`src/rtl/fetch_unit.sv`:
```
// ---------------------------------------------------------------------------
// fetch_unit -- instruction prefetch unit.
//
// Issues sequential ROM reads and buffers the returned words, each with its
// byte address, in a small prefetch FIFO. The FIFO head is presented to the
// decode stage.
//
// Handshake: a word transfers to decode on a rising edge where insn_valid and
// insn_ready are both high. Once insn_valid is high, insn/insn_pc stay stable
// until that transfer happens or a redirect flushes the FIFO.
//
// Ports:
//   clk          clock, all state updates on the rising edge
//   rst          asynchronous, active-low reset
//   redirect     load redirect_pc as the new fetch PC and flush the FIFO
//   redirect_pc  new fetch PC (bits [1:0] ignored)
//   rom_en       ROM read request this cycle
//   rom_addr     ROM word address, fetch_pc[8:2]
//   rom_data     ROM read data, valid the cycle after rom_en
//   insn_valid   insn/insn_pc hold a valid instruction
//   insn_ready   decode accepts insn this cycle
//   insn         instruction word at FIFO head
//   insn_pc      byte address of insn
//   dbg_state    current FSM state (0 IDLE, 1 RUN, 2 WAIT)
//
// Optional build macro FETCH_BYPASS_EN: when the FIFO is empty, a ROM
// response drives insn/insn_pc combinationally in the same cycle and is only
// written to the FIFO if decode does not take it immediately.
// ---------------------------------------------------------------------------
module fetch_unit #(
  parameter int unsigned DEPTH    = 4,
  parameter logic [31:0] RESET_PC = 32'h0
) (
  input  logic        clk,
  input  logic        rst,
  input  logic        redirect,
  input  logic [31:0] redirect_pc,
  output logic        rom_en,
  output logic [6:0]  rom_addr,
  input  logic [31:0] rom_data,
  output logic        insn_valid,
  input  logic        insn_ready,
  output logic [31:0] insn,
  output logic [31:0] insn_pc,
  output logic [1:0]  dbg_state
);

  localparam int AW = $clog2(DEPTH);
  localparam int CW = AW + 1;

  typedef enum logic [1:0] {
    IDLE = 2'd0,
    RUN  = 2'd1,
    WAIT = 2'd2
  } state_t;

  state_t        state, state_nxt;
  logic [31:0]   fetch_pc;
  logic [31:0]   req_pc;     // PC of the outstanding read
  logic          inflight;
  logic [31:0]   mem_data [DEPTH];
  logic [31:0]   mem_pc   [DEPTH];
  logic [AW-1:0] wr_ptr, rd_ptr;
  logic [CW-1:0] count, occ;
  logic          resp_valid, fifo_empty, bypass, xfer, fifo_wr, fifo_rd;
  logic          unused_redirect_lsb;

  assign unused_redirect_lsb = ^redirect_pc[1:0];

  // Occupancy counts the outstanding read so the FIFO can never overflow.
  assign occ        = count + CW'(inflight);
  assign fifo_empty = (count == '0);
  // A response landing in a redirect cycle belongs to the old stream.
  assign resp_valid = inflight && !redirect;
  assign rom_addr   = fetch_pc[8:2];
  assign dbg_state  = state;

`ifdef FETCH_BYPASS_EN
  assign bypass     = fifo_empty && resp_valid;
  assign insn       = bypass ? rom_data : mem_data[rd_ptr];
  assign insn_pc    = bypass ? req_pc   : mem_pc[rd_ptr];
`else
  assign bypass     = 1'b0;
  assign insn       = mem_data[rd_ptr];
  assign insn_pc    = mem_pc[rd_ptr];
`endif

  assign insn_valid = !fifo_empty || bypass;
  assign xfer       = insn_valid && insn_ready;
  assign fifo_rd    = xfer && !fifo_empty;
  // A bypassed word taken by decode the same cycle never enters the FIFO.
  assign fifo_wr    = resp_valid && !(bypass && insn_ready);

  always_comb begin
    state_nxt = state;
    rom_en    = 1'b0;
    case (state)
      IDLE: state_nxt = RUN;
      RUN: begin
        rom_en = (occ < CW'(DEPTH));
        if (occ == CW'(DEPTH)) state_nxt = WAIT;
      end
      WAIT: if (occ < CW'(DEPTH)) state_nxt = RUN;
      default: state_nxt = IDLE;
    endcase
    if (redirect) begin
      state_nxt = RUN;
      rom_en    = 1'b0;
    end
  end

  always_ff @(posedge clk or negedge rst) begin
    if (!rst) begin
      state    <= IDLE;
      fetch_pc <= RESET_PC;
      req_pc   <= '0;
      inflight <= 1'b0;
      wr_ptr   <= '0;
      rd_ptr   <= '0;
      count    <= '0;
      for (int i = 0; i < int'(DEPTH); i++) begin
        mem_data[i] <= '0;
        mem_pc[i]   <= '0;
      end
    end else begin
      state    <= state_nxt;
      inflight <= rom_en;
      if (redirect)    fetch_pc <= {redirect_pc[31:2], 2'b00};
      else if (rom_en) fetch_pc <= fetch_pc + 32'd4;
      if (rom_en) req_pc <= fetch_pc;

      if (redirect) begin
        rd_ptr <= wr_ptr;
        count  <= '0;
      end else begin
        if (fifo_wr) begin
          mem_data[wr_ptr] <= rom_data;
          mem_pc[wr_ptr]   <= req_pc;
          wr_ptr           <= wr_ptr + AW'(1);
        end
        if (fifo_rd) rd_ptr <= rd_ptr + AW'(1);
        count <= count + CW'(fifo_wr) - CW'(fifo_rd);
      end
    end
  end

endmodule

```
`config.mk`:
```
export PLATFORM = sky130hd
export DESIGN_NAME = fetch_unit
export DESIGN_NICKNAME = d
export VERILOG_FILES = /design/src/rtl/fetch_unit.sv
export SDC_FILE = /design/constraint.sdc
export NUM_CORES = 1
export LEC_CHECK = 0
export ABC_AREA = 1
export CORE_AREA = 2 2 213 152
export DETAILED_ROUTE_END_ITERATION = 10
export DIE_AREA = 0 0 215 154
export GPL_TIMING_DRIVEN = 0
export HOLD_SLACK_MARGIN = 0.03
export PLACE_DENSITY = 0.7
export SETUP_SLACK_MARGIN = 0.15
export SLEW_MARGIN = 20
export SYNTH_ARGS = -nofsm -noshare
export SYNTH_HDL_FRONTEND = slang
export SYNTH_SLANG_ARGS = --single-unit
```
`constraint.sdc`:
```
create_clock -name clk -period 1.7 [get_ports clk]
set_input_delay 0.17 -clock clk [delete_from_list [all_inputs] [get_ports clk]]
set_output_delay 0.17 -clock clk [all_outputs]
set_load 0.03 [all_outputs]
```
==> Word level (Yosys, flattened, before mapping) <==
Cells that the tools add are included.
{ "word_totals": {"register_bits": 330, "in_bits": 68, "out_inout_bits": 75, "wordCells": 66} }
{ "op_classes": {"n_addsub": 6, "order_cmp": 4, "n_eq_ne": 5, "n_mux": 21, "n_bitwise": 3, "reduce_logical": 12} }
{ "op_table": {"columns": ["op", "n"], "rows": [
  ["128-bit bitwise mux", 2],
  ["32-bit 2-to-1 mux", 7],
  ["32-bit binary-select mux with 2-bit select", 2],
  ["32-bit demux with 2-bit select", 1],
  ["32-bit by 3-bit adder with 32-bit output, second input constant", 1],
  ["2-bit 2-to-1 mux", 5],
  ["3-bit by 1-bit adder with 3-bit output", 2],
  ["3-bit >= comparator, second input constant", 2],
  ["3-bit != test, second input constant", 2],
  ["2-bit inverter with 3-bit output", 2],
  ["2-bit case mux with 3 select lines", 1],
  ["2-bit by 1-bit adder with 2-bit output, second input constant", 2],
  ["1-bit logical AND", 4],
  ["2-bit AND reduction", 2],
  ["2-bit nonzero test", 2],
  ["3-bit equality test, second input constant", 1],
  ["3-bit logical NOT", 1],
  ["3-bit by 1-bit < comparator with 1-bit output, second input constant", 1],
  ["3-bit < comparator, second input constant", 1],
  ["3-bit 2-to-1 mux", 1],
  ["3-bit by 1-bit subtractor with 3-bit output", 1],
  ["2-bit by 1-bit equality test with 1-bit output, second input constant", 1],
  ["2-bit equality test, second input constant", 1],
  ["1-bit logical NOT", 2],
  ["other kinds (3)", 4]
]} }

==> Logic depth before layout (Yosys ltp) <==
Gate-level depths: netlist of the first run.
{ "logic_depth": {"word_depth": 6, "mapped_depth": 11, "depth_no_buf": 11} }

==> Worst setup path after synthesis of the first run <==
Ideal clock, no wire load.
{ "synth_path": {"path_type": "reg2reg", "from": "register count[2]", "to": "register count[2]", "setup_time_ps": 124, "t_arrival_ps": 1982, "required_ps": 1576, "slack_ps": -406, "path_stages_with_launch": 12, "path_buffers": 0, "period_less_slack_ps": 2106, "cell_sequence": "dfrtp_1 -> nor2_1 -> nand2_1 -> nand2_1 -> inv_1 -> ha_1 -> inv_1 -> ha_1 -> inv_1 -> fa_1 -> o21ai_0 -> a21oi_1"} }
{ "synth_between": {"elab_chain_cells": 6, "word_cells_on_any_way": 7, "classes_between": "2 x add/sub; 1 x mux; 4 x reduce/logical"} }
{ "synth_lines": {"columns": ["element", "line", "source"], "rows": [
  ["from (decl)", "64", "logic [CW-1:0] count, occ;"],
  ["from (signal assigned)", "142", "count <= count + CW'(fifo_wr) - CW'(fifo_rd);"],
  ["3-bit logical NOT (*)", "72", "assign fifo_empty = (count == '0);"],
  ["1-bit logical NOT (*)", "88", "assign insn_valid = !fifo_empty || bypass;"],
  ["net insn_valid", "41", "output logic insn_valid,"],
  ["1-bit logical AND", "89", "assign xfer = insn_valid && insn_ready;"],
  ["1-bit logical AND (*)", "90", "assign fifo_rd = xfer && !fifo_empty;"],
  ["3-bit by 1-bit subtractor with 3-bit output (*)", "142", null],
  ["3-bit 2-to-1 mux (*)", "132", "if (redirect) begin"]
]} }
The timed path passes the listed nets; every way through them passes the cells marked *.
A chain may end at the register's enable or synchronous reset.

==> Worst setup path in the final report of the first run <==
{ "layout_path": {"from": "register rd_ptr[0]", "to": "output port insn_pc[17]"} }
{ "layout_between": {"elab_chain_cells": 4} }
{ "layout_lines": {"columns": ["element", "line", "source"], "rows": [
  ["from (decl)", "63", "logic [AW-1:0] wr_ptr, rd_ptr;"],
  ["from (signal assigned)", "133", "rd_ptr <= wr_ptr;"],
  ["from (signal assigned)", "141", "if (fifo_rd) rd_ptr <= rd_ptr + AW'(1);"],
  ["2-bit inverter with 3-bit output (implied by the code)", "85", "assign insn_pc = mem_pc[rd_ptr];"],
  ["32-bit binary-select mux with 2-bit select", "85", null],
  ["32-bit 2-to-1 mux (implied by the code) (2 in series)", "85", null],
  ["to (decl)", "44", "output logic [31:0] insn_pc,"]
]} }
Every way passes these cells. The select of a mux whose other input is x is not followed.

==> results of run 1 <==
[per-stage QoR]
step	hold WS (ns)	std cells	area (µm²)	utilization, %	total power, mW
detailed placement	0.171	2275	16900	54.5	30.6
global placement	0.460	2272	16800	54.2	30.2
finish	-0.00259	2404	20300	65.7	43.5
global route	0.0369	2404	20300	65.7	45.9
floorplan	-0.126	1715	14900	-	24.0
CTS	0.0733	2379	19100	61.8	40.7
[final timing paths]
| check | start | endpoint | cells past startpoint |
|---|---|---|---|
| max | rd_ptr[0] | insn_pc[17] | 7 |
| min | redirect | fetch_pc[13] | 5 |
| max reg2reg | count[0] | req_pc[20] | 11 |
| min reg2reg | mem_data[39] | mem_data[39] | 2 |
| max in group asynchronous | rst | fetch_pc[6] | 4 |
| min in group asynchronous | rst | mem_pc[28] | 2 |
[area by class of cell]
cell class	count	area (µm²)	area share [%]
Buffer	117	1170	5.78
Clock buffer	40	830	4.08
Clock inverter	15	191	0.942
Inverter	113	474	2.33
Multi-Input combinational cell	1167	6710	33.0
Sequential cell	318	7970	39.2
Tap cell	420	526	2.59
Timing Repair Buffer	214	2440	12.0
[metal layers]
layer | vias up | wire length (µm) | track usage, %
met2 | 599 | 21700 | 41.9
li1 | 6150 | - | -
met3 | 80 | 4150 | 6.05
met1 | 6755 | 21400 | 41.2
met4 | 0 | 870 | 5.62
met5 | - | 0 | 0
[registers in the layout, indices dropped and copies added (netlist names)]
register / cells
mem_pc: 120
mem_data: 128
dbg_state: 2
rd_ptr: 2
wr_ptr: 2
fetch_pc: 30
count: 3
inflight: 1
req_pc: 30
[kinds of logic after synthesis]
kind of cell | after synthesis | synth area share [%]
buffers and inverters | 230 | 7.14
AO/OA/AOI/OAI | 513 | 18.6
other | 1 | 0.0260
AND/OR/NAND/NOR | 633 | 17.6
flip-flops | 318 | 55.1
adder cells (fa/ha/maj) | 10 | 0.919
XOR/XNOR | 9 | 0.598
[power by group through the flow]
stage,combinational [mW],sequential [mW],clock [mW]
4_1_cts,20.7,12.9,7.12
6_report,23.3,13.2,7.09
2_1_floorplan,11.6,12.4,0
5_1_grt,24.9,13.6,7.43
3_5_place_dp,17.7,12.9,0
3_3_place_gp,17.4,12.9,0
[placed cells by master (no fill, tap or decap), types with 14 or more instances in the layout]
cell	Yosys	final
sky130_fd_sc_hd__a21oi_2	1	16
sky130_fd_sc_hd__buf_12	0	16
sky130_fd_sc_hd__buf_4	19	63
sky130_fd_sc_hd__buf_6	7	92
sky130_fd_sc_hd__clkbuf_16	0	44
sky130_fd_sc_hd__clkbuf_2	0	30
sky130_fd_sc_hd__clkdlybuf4s50_1	0	63
sky130_fd_sc_hd__dfrtp_1	318	311
sky130_fd_sc_hd__inv_1	108	99
sky130_fd_sc_hd__nand2_1	384	358
sky130_fd_sc_hd__nand2_2	7	15
sky130_fd_sc_hd__nand2_4	3	15
sky130_fd_sc_hd__nand3_1	27	16
sky130_fd_sc_hd__nor2_1	181	159
sky130_fd_sc_hd__nor2_2	7	14
sky130_fd_sc_hd__nor2_4	0	15
sky130_fd_sc_hd__o21ai_0	390	307
sky130_fd_sc_hd__o21ai_1	27	56
sky130_fd_sc_hd__o21ai_2	0	45
sky130_fd_sc_hd__o22ai_2	0	63
[timing repair]
action / in CTS / in global routing
endpoints found under the hold margin: 80 / 1
hold buffers: 2 / 3
cloned: 8 / 8
gates resized for setup: 740 / 312
buffers inserted: 39 / 15
endpoints found under the setup margin: 381 / 536
pin swaps: 42 / 65
[worst max-delay path, delay by kind of cell, from the launching register on]
family	cells	cell delay, ns
simple gates	1	0.05
buf+inv	5	0.74
compound gates	1	0.27
flops	1	0.41
==> results.json, run 1 <==
{
  "grt.total_usage_pct": 27.7,
  "grt_first_pass_wirelength_mm": 72.6,
  "synthDominantCellAreaShare_pct": 55.1,
  "clock_tree.htree_level_count": 1,
  "postLayoutSetupSlackWorst_ns": -0.530,
  "first_global_vias": 13000,
  "cts_sinks": 318,
  "synth.ff_latch_count": 318,
  "status": "complete, but fails checks",
  "syn_inst": 1714,
  "detailedRoute.firstIterationViolations": 1310,
  "wirelength_mm": 48.1,
  "synth_warnings": 0,
  "fillCellCount": 2461,
  "grt.overflow.total": 0,
  "ctsRootBufferMaster": "sky130_fd_sc_hd__clkbuf_16",
  "numCtsBuffers": 31,
  "dieWidth_um": 215,
  "synth_ff_type": "sky130_fd_sc_hd__dfrtp_1",
  "critical-path-top-cell-by-count": "sky130_fd_sc_hd__buf_12",
  "coreArea_um2": 30900,
  "routabilityCongestion": 0.930,
  "swShare_pct": 42.8,
  "detailroute.via_count": 13600,
  "worst-slew-pin-transition_ns": 0.751,
  "antenna_found_initial": 0,
  "failed_checks": "hold timing, setup timing",
  "endpoint_kind_of_the_worst_setup_timing_path": "primary output",
  "fmaxAchievable_mhz": 448,
  "port_buffers": 137,
  "antennaDiodeCount": 0,
  "synth_sequential_area_ratio_pct": 55.1,
  "initial_utilization_pct": 46.6,
  "boundaryPins": 143,
  "drt.antenna.violating_nets": 0,
  "final_period_minus_worst_setup_slack_ns": 2.23,
  "power.sequential.fraction_pct": 30.3,
  "netlist.top_cell.by_area": "sky130_fd_sc_hd__dfrtp_1",
  "timing.max_slew.rel_slack_pct": 50.0,
  "worst_setup_hold_path_clk_slew_ns": 0.08,
  "leakage_nw": 9.36,
  "slew_viol_final": 0,
  "yosysUniqueCellTypes": 36,
  "rsz0062_at_grt": "yes",
  "place_worst_setup_slack_ns": -1.23,
  "critical_path_arrival_ns": 2.06,
  "critical-path-max-stage-delay_ns": 0.41,
  "floorplan.die.height_um": 154,
  "crit_type": "reg -> out",
  "final_min_period_over_clock_period_pct": 131,
  "internal_power_mw": 24.9,
  "grt_start_max_net_pins": 95,
  "worstHoldPathType": "in -> reg",
  "share_comb_of_total_power_pct": 53.5,
  "holdWs_ns": -0.00259,
  "tritoncts": "yes",
  "core.rowCount": 54,
  "slowest_stage": "sky130_fd_sc_hd__dfrtp_1",
  "maxCapViolations": 0,
  "maximum_fanout_encountered_on_the_critical_timing_path": 10,
  "ys_top_cells_by_count": "sky130_fd_sc_hd__o21ai_0 (390), sky130_fd_sc_hd__nand2_1 (384), sky130_fd_sc_hd__dfrtp_1 (318), sky130_fd_sc_hd__nor2_1 (181), sky130_fd_sc_hd__inv_1 (108)",
  "report.final.hold_viol_count": 1,
  "nNetsFinal": 2040,
  "post_synth.cell_area_avg_um2": 8.42,
  "critical_path.startpoint_type": "flop",
  "synth_enable_flop_cells": 0,
  "drt-pass1-iter-count": 8,
  "reg2reg_slack_ns": -0.33,
  "vdd_drop_max_mv": 1.31,
  "path_cells": "buf_12 > clkinv_8 > buf_16 > buf_12 > nor2_1 > o22ai_2 > buf_6",
  "clockBufferDepth": 3,
  "power.share.clock_pct": 16.3,
  "synth.cell_area_um2": 14400,
  "clock_latency_ns": 0.58,
  "place_hpwl_mm": 30.1,
  "finalSetupTns_ns": -40.91,
  "yosys.cell_count.top_type": "sky130_fd_sc_hd__o21ai_0",
  "worst_case_clock_skew_ns": 0.0227,
  "viasPerCell": 5.65,
  "die-area_um2": 33100,
  "synth_top_cells_by_area": "sky130_fd_sc_hd__dfrtp_1 (55%), sky130_fd_sc_hd__o21ai_0 (14%), sky130_fd_sc_hd__nand2_1 (10%)",
  "route.detailed.wl_per_inst_um": 20.0,
  "power_density_nw_per_um2": 2140,
  "drcViolationCount": 0,
  "layout-drive-gt1-share_pct": 28.0,
  "setup_viol": 127,
  "syn2layout_area_growth_pct": 40.8,
  "worst-endpoint-required_ns": 1.53,
  "power.net_switching_mw": 18.6,
  "synthArstFlopShare_pct": 100
}
No activity file was read; power rests on OpenSTA's default activity.
==> run 2: changes to the inputs <==
--- a/config.mk
+++ b/config.mk
@@ -6,12 +6,13 @@
 export NUM_CORES = 1
 export LEC_CHECK = 0
 export ABC_AREA = 1
+export ABC_CLOCK_PERIOD_IN_PS = 2900
 export CORE_AREA = 2 2 213 152
 export DETAILED_ROUTE_END_ITERATION = 10
 export DIE_AREA = 0 0 215 154
 export GPL_TIMING_DRIVEN = 0
 export HOLD_SLACK_MARGIN = 0.03
-export PLACE_DENSITY = 0.7
+export PLACE_DENSITY = 0.67
 export SETUP_SLACK_MARGIN = 0.15
 export SLEW_MARGIN = 20
 export SYNTH_ARGS = -nofsm -noshare
==> constraint.sdc (replaced) <==
create_clock -name clk -period 2.9 [get_ports clk]
set_input_delay 0.29 -clock clk [delete_from_list [all_inputs] [get_ports clk]]
set_output_delay 0.29 -clock clk [all_outputs]
set_load 0.03 [all_outputs]
==> run 2 against run 1 <==
Net effect:
- the run now ends clean
- register-to-register slack gained 1.1 ns
- die area unchanged
- non-clock buffer count fell by 68
- wire length is 8.5% lower
- clock skew is 0.0015 ns higher
- critical path type unchanged
- largest cell class unchanged
- highest routed layer unchanged
==> results.json, run 2 (synthesized netlist as in run 1, its figures left out) <==
{
  "worst_case_clock_skew_ns": 0.0242,
  "final_min_period_over_clock_period_pct": 96.2,
  "timing.max_slew.rel_slack_pct": 56.3,
  "endpoint_kind_of_the_worst_setup_timing_path": "primary output",
  "place_hpwl_mm": 30.0,
  "critical_path_arrival_ns": 2.50,
  "number_of_flip_flops_in_the_largest_register": 128,
  "placedInstanceArea_um2": 16400,
  "reg2reg_slack_ns": 0.73,
  "grt_start_max_net_pins": 100,
  "worst-slew-pin-transition_ns": 0.655,
  "power.total_mw": 20.9,
  "core.rowCount": 54,
  "drcViolationCount": 0,
  "port_buffers": 137,
  "power.sequential.fraction_pct": 36.1,
  "grt.overflow.total": 0,
  "boundaryPins": 143,
  "place_worst_setup_slack_ns": -0.271,
  "floorplan.die.height_um": 154,
  "report.final.hold_viol_count": 0,
  "routabilityCongestion": 0.920,
  "commonest_non_fill_non_tap_cell_in_the_layout": "sky130_fd_sc_hd__o21ai_0",
  "coreArea_um2": 30900,
  "dieWidth_um": 215,
  "wirelength_mm": 44.0,
  "detailedRoute.firstIterationViolations": 1456,
  "nNetsFinal": 1972,
  "viasPerCell": 5.50,
  "worst_setup_hold_path_clk_slew_ns": 0.07,
  "internal_power_mw": 11.7,
  "most-common-layout-cells": "sky130_fd_sc_hd__o21ai_0 (390), sky130_fd_sc_hd__nand2_1 (384), sky130_fd_sc_hd__dfrtp_1 (318), sky130_fd_sc_hd__nor2_1 (181), sky130_fd_sc_hd__inv_1 (107)",
  "grt.total_usage_pct": 26.6,
  "power.share.clock_pct": 19.0,
  "drt.antenna.violating_nets": 0,
  "clockBufferDepth": 3,
  "vdd_drop_max_mv": 0.661,
  "final_period_minus_worst_setup_slack_ns": 2.79,
  "instances_no_fill": 2335,
  "reg.largest.list": "mem_data: 128 flops, mem_pc: 120 flops",
  "path_cells": "buf_2 > clkbuf_1 > o21ai_0 > o22ai_2 > clkdlybuf4s15_2",
  "maximum_fanout_encountered_on_the_critical_timing_path": 10,
  "critical_path.startpoint_type": "flop",
  "drt-pass1-iter-count": 7,
  "layout.core_utilization_pct": 56.2,
  "clock_tree.htree_level_count": 1,
  "fmaxAchievable_mhz": 358,
  "power_density_nw_per_um2": 1200,
  "fillCellCount": 2922,
  "initial_utilization_pct": 46.6,
  "worstHoldPathType": "in -> reg",
  "numCtsBuffers": 31,
  "timing.rr.end": "count[2]",
  "detailroute.via_count": 12800,
  "layout-drive-gt1-share_pct": 11.4,
  "worst-endpoint-required_ns": 2.61,
  "numPlacedInstances": 2275,
  "crit_type": "reg -> out",
  "register_with_the_most_flip_flops": "mem_data",
  "worst_setup_path_endpoint": "insn_pc[11]",
  "die-area_um2": 33100,
  "finish.instance_area_um2": 17400,
  "maxCapViolations": 0,
  "power.net_switching_mw": 9.20,
  "startpoint": "rd_ptr[0]",
  "clock_latency_ns": 0.58,
  "route.detailed.wl_per_inst_um": 18.9,
  "critical-path-max-stage-delay_ns": 0.43,
  "cts_sinks": 318,
  "antenna_found_initial": 0,
  "swShare_pct": 44.0,
  "tritoncts": "yes",
  "first_global_vias": 12300,
  "leakage_nw": 8.20,
  "postLayoutSetupSlackWorst_ns": 0.110,
  "slowest_stage": "sky130_fd_sc_hd__clkbuf_1",
  "ctsRootBufferMaster": "sky130_fd_sc_hd__clkbuf_16",
  "status": "completed",
  "share_comb_of_total_power_pct": 44.9,
  "syn2layout_area_growth_pct": 20.4,
  "rsz0062_at_grt": "yes",
  "timing.rr.start": "count[2]",
  "ff2ff_path_depth": 11,
  "setup_viol": 0,
  "antennaDiodeCount": 0,
  "grt_first_pass_wirelength_mm": 69.8,
  "slew_viol_final": 0
}
==> run 2: cell types whose count changed in the layout (fill, tap and decap cells not counted), sizes merged, moves of 2 or more <==
cell	previous run	this run
clkdlybuf4s15	0	13
dlygate4sd2	0	14
buf	199	83
bufinv	4	0
dlygate4sd3	4	1
clkdlybuf4s50	63	73
clkinvlp	4	2
clkbuf	104	127
clkinv	10	4
inv	110	112
==> run 2: routing by layer <==
| metal | part of all wire [%] | track usage, % | vias to the layer above |
|---|---|---|---|
| li1 | - | - | 6001 |
| met1 | 48 | 41.4 | 6341 |
| met2 | 43 | 39.4 | 453 |
| met3 | 7.1 | 4.47 | 50 |
| met4 | 1.7 | 4.56 | 0 |
| met5 | 0 | 0 | - |
==> run 2: how the worst min path moves through the flow <==
stage | from | cells past startpoint | end
6_report | redirect | 4 | fetch_pc[16]
5_1_grt | redirect | 4 | wr_ptr[0]
4_1_cts | redirect | 4 | wr_ptr[0]
3_5_place_dp | rst | 1 | req_pc[28]
3_3_place_gp | mem_data[94] | 2 | mem_data[94]
2_1_floorplan | rst | 0 | count[0]
==> run 2: per-stage QoR <==
| step | hold slack [ns] | TNS [ns] |
|---|---|---|
| global route | 0.118 | 0 |
| CTS | 0.0765 | 0 |
| global placement | 0.461 | -3950.79 |
| detailed placement | 0.229 | -5.05 |
| finish | 0.0934 | 0 |
| floorplan | -0.00559 | 0 |
==> run 2: area by class of cell <==
class	instances	area [µm²]	share of cell area, %
Buffer	117	659	3.79
Tap cell	420	526	3.02
Inverter	113	440	2.53
Sequential cell	318	7960	45.8
Clock inverter	5	27.5	0.158
Multi-Input combinational cell	1167	5490	31.6
Timing Repair Buffer	146	1330	7.65
Clock buffer	49	953	5.49
==> run 2: timing repair <==
action / 4_1_cts / 5_1_grt
pin swaps: 0 / 3
resized for setup: 185 / 60
endpoints found under the hold margin: 43 / 0
endpoints found under the setup margin: 63 / 49
setup buffers: 3 / 2
hold buffers: 1 / 0
==> run 2: worst max-delay path: cells and delay by family (launching register included) <==
| family | cells | cell delay (ns) |
|---|---|---|
| AO/OA/AOI/OAI | 2 | 0.54 |
| flip-flops | 1 | 0.31 |
| buffers and inverters | 3 | 1.06 |
==> run 2: power groups by stage <==
stage,sequential (mW),combinational [mW],clock [mW]
after floorplan,7.29,6.10,0
after global placement,7.54,9.52,0
after detailed placement,7.57,9.70,0
after CTS,7.52,9.45,4.01
after global routing,7.78,10.3,4.18
final,7.55,9.39,3.98
